--- src/rtl/j_sched_pkg.sv ---
// Shared types and helpers for the latch write scheduler.
package j_sched_pkg;

  // Widest requester set the round-robin picker handles.
  localparam int MAX_NREQ = 8;
  localparam int PTR_W    = 3;

  typedef enum logic [1:0] {
    IDLE   = 2'd0,
    SETUP  = 2'd1,
    STROBE = 2'd2
  } state_e;

  // First set bit of req at or after ptr, wrapping. Requests above NREQ are
  // zero-padded by the caller, so wrapping modulo MAX_NREQ is equivalent to
  // wrapping modulo NREQ. Result is only meaningful when req is non-zero.
  function automatic logic [PTR_W-1:0] rr_pick(input logic [MAX_NREQ-1:0] req,
                                               input logic [PTR_W-1:0]    ptr);
    logic [PTR_W-1:0] idx;
    rr_pick = ptr;
    // Scan farthest-first so the nearest set bit is the last one written.
    for (int k = MAX_NREQ - 1; k >= 0; k--) begin
      idx = ptr + PTR_W'(k);
      if (req[idx]) rr_pick = idx;
    end
  endfunction

endpackage

--- src/rtl/j_rr_arb.sv ---
// Round-robin picker: combinational pick from the current pointer, plus the
// pointer register that moves past the requester once its write completes.
module j_rr_arb
  import j_sched_pkg::*;
#(
  parameter int NREQ = 4,
  parameter int IW   = $clog2(NREQ)
) (
  input  logic            clk_i,
  input  logic            rst_i,
  input  logic [NREQ-1:0] req_i,
  input  logic            adv_i,
  input  logic [IW-1:0]   adv_idx_i,
  output logic [IW-1:0]   gnt_idx_o,
  output logic            gnt_vld_o
);

  logic [IW-1:0]    ptr_q;
  logic [IW-1:0]    ptr_d;
  logic [PTR_W-1:0] pick;

  assign pick      = rr_pick(MAX_NREQ'(req_i), PTR_W'(ptr_q));
  assign gnt_idx_o = IW'(pick);
  assign gnt_vld_o = |req_i;

  // Next pointer: one past the requester just served, modulo NREQ.
  always_comb begin
    ptr_d = ptr_q;
    if (adv_i) begin
      if (adv_idx_i == IW'(NREQ - 1)) ptr_d = '0;
      else                            ptr_d = adv_idx_i + 1'b1;
    end
  end

  // Pointer register.
  always_ff @(posedge clk_i or posedge rst_i) begin
    if (rst_i) ptr_q <= '0;
    else       ptr_q <= ptr_d;
  end

endmodule

--- src/rtl/j_latch_wr_sched.sv ---
// Latch-bank write scheduler: arbitrates NREQ requesters onto the shared latch
// d bus, then issues a setup cycle followed by a one-cycle enable strobe.
//
//   state  | meaning
//   IDLE   | waiting; latch_d holds last value, capture on any request
//   SETUP  | latch_d driven with captured data, no enable
//   STROBE | latch_en[addr] and ack[gnt] high for this cycle only
module j_latch_wr_sched
  import j_sched_pkg::*;
#(
  parameter int NREQ = 4,
  parameter int NLAT = 16,
  parameter int DW   = 16,
  parameter int AW   = 4
) (
  input  logic               sys_clk_i,
  input  logic               reset_i,
  input  logic [NREQ-1:0]    req_i,
  input  logic [NREQ*AW-1:0] req_addr_i,
  input  logic [NREQ*DW-1:0] req_data_i,
  output logic [NREQ-1:0]    ack_o,
  output logic [DW-1:0]      latch_d_o,
  output logic [NLAT-1:0]    latch_en_o,
  output logic               busy_o,
  output logic               err_addr_o
);

  localparam int IW = $clog2(NREQ);

  state_e          state_q, state_d;
  logic [IW-1:0]   gnt_q, gnt_d;
  logic [AW-1:0]   addr_q, addr_d;
  logic [DW-1:0]   latch_d_q, latch_d_d;
  logic [NREQ-1:0] ack_q, ack_d;
  logic [NLAT-1:0] latch_en_q, latch_en_d;
  logic            busy_q, busy_d;
  logic            err_addr_q, err_addr_d;

  logic [IW-1:0]   arb_idx;
  logic            arb_vld;
  logic            addr_ok;
  logic [AW-1:0]   addr_arr [NREQ];
  logic [DW-1:0]   data_arr [NREQ];

  for (genvar g = 0; g < NREQ; g++) begin : g_slice
    assign addr_arr[g] = req_addr_i[g*AW +: AW];
    assign data_arr[g] = req_data_i[g*DW +: DW];
  end

  j_rr_arb #(
    .NREQ (NREQ),
    .IW   (IW)
  ) u_arb (
    .clk_i     (sys_clk_i),
    .rst_i     (reset_i),
    .req_i     (req_i),
    .adv_i     (state_q == STROBE),
    .adv_idx_i (gnt_q),
    .gnt_idx_o (arb_idx),
    .gnt_vld_o (arb_vld)
  );

  assign addr_ok = ({1'b0, addr_q} < (AW+1)'(NLAT));

  // Next state and next registered outputs; strobe and ack are computed in
  // SETUP so they appear registered during STROBE.
  always_comb begin
    state_d    = state_q;
    gnt_d      = gnt_q;
    addr_d     = addr_q;
    latch_d_d  = latch_d_q;
    ack_d      = '0;
    latch_en_d = '0;
    busy_d     = 1'b0;
    err_addr_d = 1'b0;
    case (state_q)
      IDLE: begin
        if (arb_vld) begin
          gnt_d     = arb_idx;
          addr_d    = addr_arr[arb_idx];
          latch_d_d = data_arr[arb_idx];
          busy_d    = 1'b1;
          state_d   = SETUP;
        end
      end
      SETUP: begin
        busy_d        = 1'b1;
        ack_d[gnt_q]  = 1'b1;
        state_d       = STROBE;
        if (addr_ok) begin
          for (int i = 0; i < NLAT; i++) latch_en_d[i] = (addr_q == AW'(i));
        end else begin
          err_addr_d = 1'b1;
        end
      end
      STROBE:  state_d = IDLE;
      default: state_d = IDLE;
    endcase
  end

  // State, holding and output registers; reset clears the strobe at once.
  always_ff @(posedge sys_clk_i or posedge reset_i) begin
    if (reset_i) begin
      state_q    <= IDLE;
      gnt_q      <= '0;
      addr_q     <= '0;
      latch_d_q  <= '0;
      ack_q      <= '0;
      latch_en_q <= '0;
      busy_q     <= 1'b0;
      err_addr_q <= 1'b0;
    end else begin
      state_q    <= state_d;
      gnt_q      <= gnt_d;
      addr_q     <= addr_d;
      latch_d_q  <= latch_d_d;
      ack_q      <= ack_d;
      latch_en_q <= latch_en_d;
      busy_q     <= busy_d;
      err_addr_q <= err_addr_d;
    end
  end

  assign ack_o      = ack_q;
  assign latch_d_o  = latch_d_q;
  assign latch_en_o = latch_en_q;
  assign busy_o     = busy_q;
  assign err_addr_o = err_addr_q;

endmodule
--- config.mk ---
export PLATFORM = sky130hd
export DESIGN_NAME = j_latch_wr_sched
export DESIGN_NICKNAME = d
export VERILOG_FILES = /design/src/rtl/j_sched_pkg.sv /design/src/rtl/j_rr_arb.sv /design/src/rtl/j_latch_wr_sched.sv
export SDC_FILE = /design/constraint.sdc
export NUM_CORES = 1
export LEC_CHECK = 0
export BUFFER_PORTS_ARGS = -buffer_cell sky130_fd_sc_hd__buf_2
export CORE_MARGIN = 5
export CORE_UTILIZATION = 47
export DETAILED_ROUTE_END_ITERATION = 10
export HOLD_SLACK_MARGIN = 0.15
export PLACE_DENSITY = 0.86
export SYNTH_ARGS = -nofsm -noshare
export SYNTH_HDL_FRONTEND = slang
export SYNTH_SLANG_ARGS = --single-unit
--- constraint.sdc ---
create_clock -name sys_clk_i -period 3.7 [get_ports sys_clk_i]
set_input_delay 0.185 -clock sys_clk_i [delete_from_list [all_inputs] [get_ports sys_clk_i]]
set_output_delay 0.185 -clock sys_clk_i [all_outputs]
set_load 0.01 [all_outputs]
After elaboration in Yosys (flattened, before gate mapping)
Index checks and enable logic that the tools add are counted.
{ "word_totals": {"ramBits": 0, "regBits": 47, "word_cells": 91, "in_bits": 86, "latchBits": 0, "n_memories": 0, "rom_bits": 0} }
{ "classes": {"n_eq_ne": 19, "reduce_logical": 5, "bitwise": 1, "n_shift": 0, "addsub": 8, "n_div": 0, "muxes": 39, "magnitude_cmp": 11, "mul": 0} }
{ "ops": {"columns": ["operator", "n"], "rows": [
  ["$mux W16", 3],
  ["$bmux W16 S2", 1],
  ["$eq A4 B4 Y1 const B", 8],
  ["$lt A3 B4 Y1 const B", 7],
  ["$bmux W1 S3", 7],
  ["$mux W2", 10],
  ["$eq A4 B3 Y1 const B", 4],
  ["$add A2 B3 Y3 const B", 4],
  ["$mux W4", 3],
  ["$mux W1", 10],
  ["$bmux W4 S2", 1],
  ["$eq A4 B2 Y1 const B", 2],
  ["$add A2 B2 Y3 const B", 2],
  ["$eq A2 B2 Y1 const B", 2],
  ["$eq A4 B1 Y1 const B", 1],
  ["$logic_not A4 Y1", 1],
  ["$lt A2 B4 Y1 const B", 1],
  ["$pmux W2 S2", 1],
  ["$reduce_or A4 Y1", 1],
  ["$add A2 B1 Y3 const B", 1],
  ["$ge A3 B3 Y1 const B", 1],
  ["$lt A2 B3 Y1 const B", 1],
  ["$not A2 Y3", 1],
  ["$add A2 B1 Y2 const B", 1],
  ["other kinds (9)", 9]
]} }

Depth between registers and ports, before layout
Gate-level depths: netlist (run 1).
{ "depth": {"depth_word": 15, "mapped_depth": 12, "depth_no_buf": 8} }

Cells and area by module
Synthesis (run 1) repeated with hierarchy kept, for this count alone.
{ "unflattened": {"hier_cells": 176, "hier_area_um2": 2565.0} }
{ "modules_own_cells": {"columns": ["module", "seq_area_each_um2", "area_per_inst_um2", "cells_per_inst", "n_inst"], "rows": [
  ["j_latch_wr_sched", 1126.1, 2159.6, 128, 1],
  ["j_rr_arb", 50.0, 405.4, 48, 1]
]} }

Least setup slack after synthesis (run 1)
OpenSTA, ideal clock, no wires.
{ "synth_timing": {"kind": "register to register", "startpoint": "register u_arb.ptr_q[0]", "endpoint": "register latch_d_q[7], in the netlist latch_d_o[7]", "path_stages_with_launch": 13, "setup_ps": 142, "slack_ps": 1038, "t_arrival_ps": 2519, "cell_sequence": "dfrtp_1 -> buf_2 -> inv_2 -> ha_1 -> buf_2 -> mux4_2 -> o31a_1 -> o2111ai_1 -> a21boi_2 -> buf_6 -> buf_12 -> mux2i_1 -> o221ai_1"} }
{ "synth_between": {"elab_chain_len": 15, "word_cells_on_any_way": 35} }
{ "synth_rtl": {"columns": ["item", "line", "source"], "rows": [
  ["start: declaration", "j_rr_arb.sv:18", "logic [IW-1:0] ptr_q;"],
  ["start signal: assignment", "j_rr_arb.sv:38", "else ptr_q <= ptr_d;"],
  ["$add A2 B3 Y3", "j_sched_pkg.sv:23", "idx = ptr + PTR_W'(k);"],
  ["$bmux W1 S3", "j_sched_pkg.sv:24", "if (req[idx]) rr_pick = idx;"],
  ["$mux W1 (implied by the code)", "j_sched_pkg.sv:24", null],
  ["$mux W2 (7 in a row)", "j_sched_pkg.sv:24", null],
  ["$mux W2 *", "j_sched_pkg.sv:24", null],
  ["$not A2 Y3 (implied by the code) *", "j_latch_wr_sched.sv:81", "latch_d_d = data_arr[arb_idx];"],
  ["$bmux W16 S2 *", "j_latch_wr_sched.sv:81", null],
  ["$mux W16 (implied by the code) * (2 in a row)", "j_latch_wr_sched.sv:81", null],
  ["end signal: assignment", "j_latch_wr_sched.sv:116", "latch_d_q <= latch_d_d;"],
  ["end: declaration", "j_latch_wr_sched.sv:33", "logic [DW-1:0] latch_d_q, latch_d_d;"]
]} }
Every way passes the cells marked *; elsewhere a longest branch is shown, timed or not. The select of a mux whose other input is x is not followed.
A chain may end at the register's enable or synchronous reset.

Worst setup path after layout (run 1)
{ "layout_timing": {"startpoint": "register u_arb.ptr_q[1]", "endpoint": "register addr_q[2]"} }
{ "layout_between": {"elab_chain_len": 15, "word_cells_on_any_way": 35} }
{ "layout_rtl": {"columns": ["item", "line", "source"], "rows": [
  ["$add A2 B3 Y3", "j_sched_pkg.sv:23", null],
  ["$bmux W1 S3", "j_sched_pkg.sv:24", null],
  ["$mux W1 (implied by the code)", "j_sched_pkg.sv:24", null],
  ["$mux W2 (7 in a row)", "j_sched_pkg.sv:24", null],
  ["$mux W2 *", "j_sched_pkg.sv:24", null],
  ["$not A2 Y3 (implied by the code) *", "j_latch_wr_sched.sv:80", "addr_d = addr_arr[arb_idx];"],
  ["$bmux W4 S2 *", "j_latch_wr_sched.sv:80", null],
  ["$mux W4 (implied by the code) * (2 in a row)", "j_latch_wr_sched.sv:80", null],
  ["end signal: assignment", "j_latch_wr_sched.sv:115", "addr_q <= addr_d;"],
  ["end: declaration", "j_latch_wr_sched.sv:32", "logic [AW-1:0] addr_q, addr_d;"]
]} }
Marks and branches as above.

==> impl_metrics.ini, run 1 <==
[sta]
relSlewSlack = 0.3748
finalSetupViolCount = 0
rsz0062_at_grt = no
period_minus_slack_ps = 3109
fin_crit_sh = 0.8402
fmax_mhz = 321.7
tightest_slew_ps = 936.4
clock_skew_ps = 11.89
final_max_slew_viol_count = 0
tns_ps = 0
finalHoldViolations = 0
hold_slack_ps = 192.6

[clock_tree]
h-tree-depth = 2
clk_latency_ps = 300
cts_tree = yes
clock_path_buffers = 2
cts_root_buffer = clkbuf_8
clkSlewWorstSetupHoldPaths_ps = 90
numCtsBuffers = 5
clock-sinks = 47

[floorplan]
die_w_um = 84.58
io_pins = 124
die_area_mm2 = 0.007153
rows = 27
start_util = 0.4806
core_mm2 = 0.005439
chipHeight_um = 84.58

[setup_path]
rrSetupSlack_ps = 590
critical_path_class = reg -> reg
rr_worst_depth = 9
cp-endpoint = addr_q[2]
required_ps = 3840
rr_endpoint = addr_q[2]
crit_fanout = 36
cp-end-kind = flop
r2r-start = u_arb.ptr_q[1]
arrival_ps = 3240
critPathLaunch = u_arb.ptr_q[1]
worstSetupStartpointType = flop

[logic_synthesis]
postSynthCellCount = 241
synth_area_per_cell_um2 = 10.85
synth_area_mm2 = 0.002614
synth_edf_count = 0
synth.largest_area_cell = dfrtp_1
synth_most_common_cell = dfrtp_1
synth_flop_cell = dfrtp_1
yosysWarnings = 0
yosysTopAreaCellShare = 0.4500
synth-seq-area-share = 0.4500
synthTopCellsByCount = 47 x dfrtp_1, 46 x mux2i_1, 26 x nand2_1
synth_area_leaders = dfrtp_1 45%, mux2i_1 18%, o221ai_1 6.7%
syn_nets = 333
synth_seq_cells = 47
async_flop_share = 1.000
synth.distinct_cells = 42

[routing]
vias_per_cell = 5.279
wirelength_mm = 6.587
drt_iter0_markers = 51
post_drt_wl_per_cell_um = 15.43
vias = 2254
drc_errors = 0
ant_nets = 0
first_pass_iters = 4

[power_and_ir_drop]
ir_worst_vdd_mv = 0.4440
p_total_uw = 2845
p_leak_uw = 0.001814
power_density_mw_per_mm2 = 859.4

[finish]
area_delta_synth_final_pct = 26.66
fin_util = 0.6087
diodes = 0
drive_gt1_frac = 0.3972
layout.nets = 446

[worst_hold_path]
worstHoldStart = req_data_i[31]
min_delay_path_depth = 3
hp-class = in -> reg

[flow_run]
max-cap-violations = 0

[grt]
grtUsageTotal = 0.1833
antenna_found_initial = 0
grt_pass1_vias = 2424
grt_max_degree = 48
grt-ovfl-total = 0
grt_pass1_wl_mm = 10.83

[place]
hpwl_mm = 5.092
portBuffers = 122
place_congestion = 0.8606

[run_status]
outcome = complete, no violations
## metrics by stage
| stage | worst slack [ps] | area [µm²] | cells |
|---|---|---|---|
| final | 591.1 | 3311 | 427 |
| after global routing | 339.6 | 3311 | 427 |
| after CTS | 617.6 | 3311 | 427 |
| after detailed placement | 648.1 | 3186 | 418 |
| after global placement | 788.1 | 3186 | 418 |
| after floorplan | 1038 | 2614 | 241 |
## repair_timing
action	4_1_cts	5_1_grt
hold endpoints to repair	47	0
gates resized for setup	0	0
buffers inserted	0	0
hold buffers	1	0
## final cells by class
| type | instances | area, µm² |
|---|---|---|
| inverters | 11 | 41.29 |
| repair buffers | 127 | 663.1 |
| flip-flops and latches | 47 | 1176 |
| fillers | 478 | 2128 |
| multi-input cells | 162 | 1225 |
| clock buffers | 5 | 68.82 |
| clock inverters | 3 | 46.29 |
| well taps | 72 | 90.09 |
## layer usage
layer	GRT usage	part of all wire
met5	0	0
met4	0.05468	0.018
met3	0.04514	0.078
met2	0.3317	0.51
met1	0.2132	0.39
## cell usage in the layout (no fill, tap or decap), types with 3 or more instances in the layout
| cell type | count |
|---|---|
| nor3_1 | 4 |
| nand2_1 | 26 |
| nand2b_1 | 3 |
| buf_4 | 3 |
| and2_1 | 4 |
| mux2i_1 | 46 |
| clkbuf_8 | 5 |
| buf_2 | 122 |
| o221ai_1 | 20 |
| dfrtp_1 | 47 |
| o211ai_1 | 3 |
| ha_1 | 6 |
| inv_1 | 8 |
| inv_2 | 3 |
| nor2_1 | 16 |
## kinds of logic (layout without fill, tap and decap cells)
group,after synthesis,after routing,synth area share
buf+inv,32,146,0.08425
flops,47,47,0.4500
other cells,1,1,0.001435
mux,50,50,0.1977
fa+ha+maj,6,6,0.02872
simple gates,64,64,0.1125
compound gates,41,41,0.1254
## report_power, final
part	total, µW	switching, µW	internal [µW]	leakage (µW)
Combinational	1630	905	730	0.00115
Sequential	830	130	699	0.000608
Clock	381	177	203	0.0000548
## worst min path at each step
stage	to	slack, ps
floorplan	busy_o	380
global placement	latch_en_o[12]	460
detailed placement	latch_en_o[12]	450
CTS	latch_d_o[15]	180
global route	latch_d_o[9]	200
finish	latch_d_o[15]	190
## flip-flops by register name, summed over array words and instances (netlist names)
register,flops
gnt_q,2
latch_d_o,16
u_arb.ptr_q,2
state_q,2
busy_o,1
ack_o,4
latch_en_o,16
addr_q,4
## worst max-delay path, cell delays in order (launching register included)
cell and delay [ps]:
dfrtp_1 530, inv_1 110, ha_1 500, mux4_2 390, o31a_1 140, o2111ai_1 200, a21boi_4 340, buf_12 290
mux2i_1 280, o221ai_1 150
Power figures use the tool's default switching activity.
==> run 2: changes to the inputs <==
Settings changed: CORE_UTILIZATION 47 to 42, PLACE_DENSITY 0.86 to 0.81.
Clock period 3.7 ns to 2.8 ns, I/O delays scaled along.
==> impl_metrics.ini, run 2 (synthesis results as in run 1) <==
[sta]
relSlewSlack = 0.3585
fmax_mhz = 391.9
fin_crit_sh = 0.9113
finalSetupViolCount = 0
clock_skew_ps = 10.33
final_max_slew_viol_count = 0
rsz0062_at_grt = no
period_minus_slack_ps = 2552
tns_ps = 0
finalHoldViolations = 0
tightest_slew_ps = 960.8

[setup_path]
critical_path_class = reg -> reg
max_stage_delay_ps = 560
crit_family = multiplexers
arrival_ps = 2730
crit_chain = buf_4 -> mux4_2 -> o31a_1 -> o2111ai_1 -> a21boi_4 -> buf_12 -> mux2i_1 -> o221ai_1
crit_path_top_delay_cell = mux4_2
worstSetupStartpointType = flop
cp_num_buf_inv = 2
cp-end-kind = flop
crit_fanout = 18
required_ps = 2980

[grt]
grt_max_degree = 48
grt-ovfl-total = 0
met3_usage = 0.04562
grt.busiest_layer = met2
antenna_found_initial = 0
grt_pass1_wl_mm = 11.10
use_met1 = 0.2065
grt_pass1_vias = 2440
grtUsageTotal = 0.1828
grt_util_met2 = 0.3246

[floorplan]
start_util = 0.4363
rows = 28
core_mm2 = 0.005991
chipHeight_um = 88.89
die_w_um = 88.89
io_pins = 124
die_area_mm2 = 0.007901

[clock_tree]
cts_tree = yes
clock_path_buffers = 2
cts_root_buffer = clkbuf_8
h-tree-depth = 2
clkSlewWorstSetupHoldPaths_ps = 90
clock-sinks = 47
numCtsBuffers = 5
clk_latency_ps = 310

[worst_hold_path]
hp-class = in -> reg

[finish]
drive_gt1_frac = 0.3957
layout.nets = 460
area_delta_synth_final_pct = 32.36
diodes = 0
final_cell_mix = 122 x buf_2, 47 x dfrtp_1, 46 x mux2i_1
layout_commonest_cell = buf_2

[flow_run]
max-cap-violations = 0

[routing]
drc_errors = 0
first_pass_iters = 4
vias_per_cell = 5.261
wirelength_mm = 7.010
drt_iter0_markers = 98
vias = 2336
post_drt_wl_per_cell_um = 15.79
ant_nets = 0

[place]
hpwl_mm = 5.209
place_congestion = 0.8582
portBuffers = 122

[power_and_ir_drop]
ir_worst_vdd_mv = 0.5939
p_total_uw = 3913
power_density_mw_per_mm2 = 1131
p_leak_uw = 0.001886

[run_status]
outcome = complete, no violations
==> run 2: cell count changes in the layout (fill, tap and decap cells not counted) <==
cell,change
clkinv_4,+1
buf_12,+1
buf_4,+3
clkinvlp_4,-1
buf_6,+1
dlygate4sd3_1,+9
==> run 2: worst paths after layout <==
kind	start	to	slack, ps	depth (start not counted)
hold reg to reg	state_q[1]	busy_o	500	1
hold / removal	req_data_i[19]	latch_d_o[3]	150	3
setup / recovery	u_arb.ptr_q[0]	latch_d_o[15]	250	8
setup reg to reg	u_arb.ptr_q[0]	latch_d_o[15]	250	8
max in group asynchronous	reset_i	ack_o[0]	1610	3
min in group asynchronous	reset_i	addr_q[0]	590	3
==> run 2: what timing repair did <==
| action | 4_1_cts | 5_1_grt |
|---|---|---|
| resized for setup | 0 | 1 |
| buffers inserted | 0 | 1 |
| hold buffers | 9 | 1 |
| endpoints found under the setup margin | 0 | 6 |
| endpoints found under the hold margin | 54 | 1 |
==> run 2: final cells by class <==
class	count	area (µm²)
clock buffers	5	68.82
clock inverters	3	47.55
fillers	535	2531
inverters	11	41.29
multi-input cells	162	1225
flip-flops and latches	47	1176
well taps	75	93.84
repair buffers	141	807.0
==> run 2: worst register-to-register path, stage by stage, from the launching register on <==
cell       delay (ps)
dfrtp_1           370
buf_4             230
mux4_2            560
o31a_1            140
o2111ai_1         210
a21boi_4          300
buf_12            210
mux2i_1           260
o221ai_1          160
==> run 2: per-layer routing <==
layer  vias up  wire length, µm
li1       1123                -
met1      1099             2624
met2        99             3705
met3        15              518
met4         0              161
met5         -                0
==> run 2: power by group <==
group          total [µW]  internal, µW  switching (µW)
Clock                 517           271             247
Sequential           1070           924             148
Combinational        2320          1080            1240
==> run 2: through the flow <==
stage | area, µm² | hold slack, ps | std cells | util | worst slack [ps]
global route | 3460 | 153.4 | 444 | 0.5775 | 48.19
global placement | 3232 | 413.1 | 425 | 0.5395 | 214.2
detailed placement | 3232 | 423.2 | 425 | 0.5395 | 118.2
CTS | 3438 | 150.2 | 442 | 0.5739 | 62.00
floorplan | 2614 | 333.6 | 241 | - | 138.1
finish | 3460 | 149.6 | 444 | 0.5775 | 248.3
==> run 3: changes to the inputs <==
Settings changed: GPL_TIMING_DRIVEN from default to 0.
==> impl_metrics.ini, run 3 (synthesis results as in run 1) <==
[run_status]
outcome = complete, no violations

[power_and_ir_drop]
switching_share = 0.3994
p_leak_uw = 0.001986
internal-power_uw = 2729
p_sw_uw = 1815
ir_worst_vdd_mv = 0.6262
p_seq_frac = 0.234
power_frac_comb = 0.652
power_density_mw_per_mm2 = 1235
power.clock.fraction = 0.113
p_total_uw = 4544

[setup_path]
r2r-start = u_arb.ptr_q[0]
max_stage_delay_ps = 430
critical_path_class = reg -> reg
crit_chain = buf_8 -> inv_2 -> ha_1 -> buf_6 -> mux4_2 -> o31a_1 -> o2111ai_2 -> a21boi_4 -> buf_6 -> buf_4 -> mux2i_2 -> o221ai_1
required_ps = 2960
arrival_ps = 2850
crit_family = compound AO/OA/AOI/OAI gates
crit_path_top_delay_cell = dfrtp_2
crit_top_cell = buf_6
crit_fanout = 8
critPathLaunch = u_arb.ptr_q[0]
cp-end-kind = flop
rrSetupSlack_ps = 110
worstSetupStartpointType = flop
cp_num_buf_inv = 5
rr_endpoint = latch_d_o[15]
rr_worst_depth = 12

[routing]
first_pass_iters = 4
drt_iter0_markers = 87
vias = 2398
vias_per_cell = 5.224
post_drt_wl_per_cell_um = 15.51
ant_nets = 0
wirelength_mm = 7.121
drc_errors = 0

[floorplan]
io_pins = 124
chipHeight_um = 88.89
rows = 28
die_w_um = 88.89
core_mm2 = 0.005991
die_area_mm2 = 0.007901
start_util = 0.4363

[finish]
area_delta_synth_final_pct = 40.79
fin_cells = 459
ff_latch_area_mm2 = 0.001177
final_cell_mix = 121 x buf_2, 46 x dfrtp_1, 44 x mux2i_1
diodes = 0
layout.nets = 475
drive_gt1_frac = 0.4323
fill_cells = 490
multiInputGateArea_mm2 = 0.001239
fin_area_mm2 = 0.003680
fin_util = 0.6142
layout_commonest_cell = buf_2

[worst_hold_path]
min_delay_path_depth = 3
worstHoldStart = req_data_i[19]
hp-class = in -> reg
holdPathEnd = latch_d_o[3]

[flow_run]
max-cap-violations = 0

[sta]
clock_skew_ps = 7.243
final_max_slew_viol_count = 0
finalSetupViolCount = 0
relSlewSlack = 0.6572
fmax_mhz = 372.4
tns_ps = 0
period_minus_slack_ps = 2685
tightest_slew_ps = 513.5
fin_crit_sh = 0.9591
finalHoldViolations = 0
rsz0062_at_grt = no

[clock_tree]
clock-sinks = 47
cts_root_buffer = clkbuf_8
clock_path_buffers = 2
clk_latency_ps = 300
clkSlewWorstSetupHoldPaths_ps = 90
numCtsBuffers = 5
cts_tree = yes
h-tree-depth = 2

[grt]
antenna_found_initial = 0
grtUsageTotal = 0.1764
grt_pass1_vias = 2408
grt_max_degree = 25
grt-ovfl-total = 0
grt_pass1_wl_mm = 10.98

[place]
dp_cells = 436
hpwl_mm = 5.215
place_congestion = 0.8273
portBuffers = 119
post_dp_cell_area_mm2 = 0.003323
==> run 3: power by group through the flow <==
stage | clock network, µW | logic [µW] | registers (µW)
floorplan | 0 | 1770 | 1140
global placement | 0 | 2400 | 1070
detailed placement | 0 | 2440 | 1080
CTS | 521 | 2490 | 1060
global route | 549 | 3220 | 1100
finish | 515 | 2960 | 1070
==> run 3: how the worst max path moves through the flow <==
stage	cells past startpoint	endpoint	slack, ps
floorplan	12	latch_d_o[7]	140
global route	12	latch_d_o[15]	3
finish	12	latch_d_o[15]	110
detailed placement	11	latch_d_o[7]	-310
CTS	12	latch_d_o[6]	20
global placement	11	latch_d_o[10]	-250
==> run 3: timing repair <==
| action | in CTS | in global routing |
|---|---|---|
| setup buffers | 1 | 6 |
| resized for setup | 4 | 16 |
| setup endpoints to repair | 21 | 21 |
| endpoints found under the hold margin | 25 | 0 |
| hold buffers | 3 | 0 |
| pin swaps | 0 | 1 |
| gates cloned | 0 | 5 |
==> run 3: through the flow <==
| step | hold WS [ps] | worst slack (ps) |
|---|---|---|
| floorplan | 333.6 | 138.1 |
| global placement | 445.5 | -253.7 |
| detailed placement | 205.4 | -309.0 |
| CTS | 151.0 | 16.97 |
| global route | 150.3 | 3.195 |
| finish | 153.2 | 114.6 |
==> run 3: final cells by class <==
type / count / area share
clock buffer: 5 / 0.01870
clock inverter: 3 / 0.01258
inverter: 11 / 0.01122
multi-input combinational: 162 / 0.3366
sequential: 47 / 0.3200
tap: 75 / 0.02550
timing repair buffer: 135 / 0.2200
buffer: 21 / 0.05542
==> run 3: layer usage <==
metal,share of wire,vias to the layer above,track usage
met5,0,-,0
met4,0.0095,0,0.04121
met3,0.079,6,0.04842
met2,0.50,89,0.2949
met1,0.41,1150,0.2272
li1,-,1153,-
==> run 3: worst register-to-register path: stages (launching register included) <==
cell       delay [ps]
dfrtp_2           430
buf_8             130
inv_2              50
ha_1              230
buf_6             150
mux4_2            320
o31a_1            160
o2111ai_2         180
a21boi_4          230
buf_6             170
buf_4             130
mux2i_2           230
o221ai_1          150
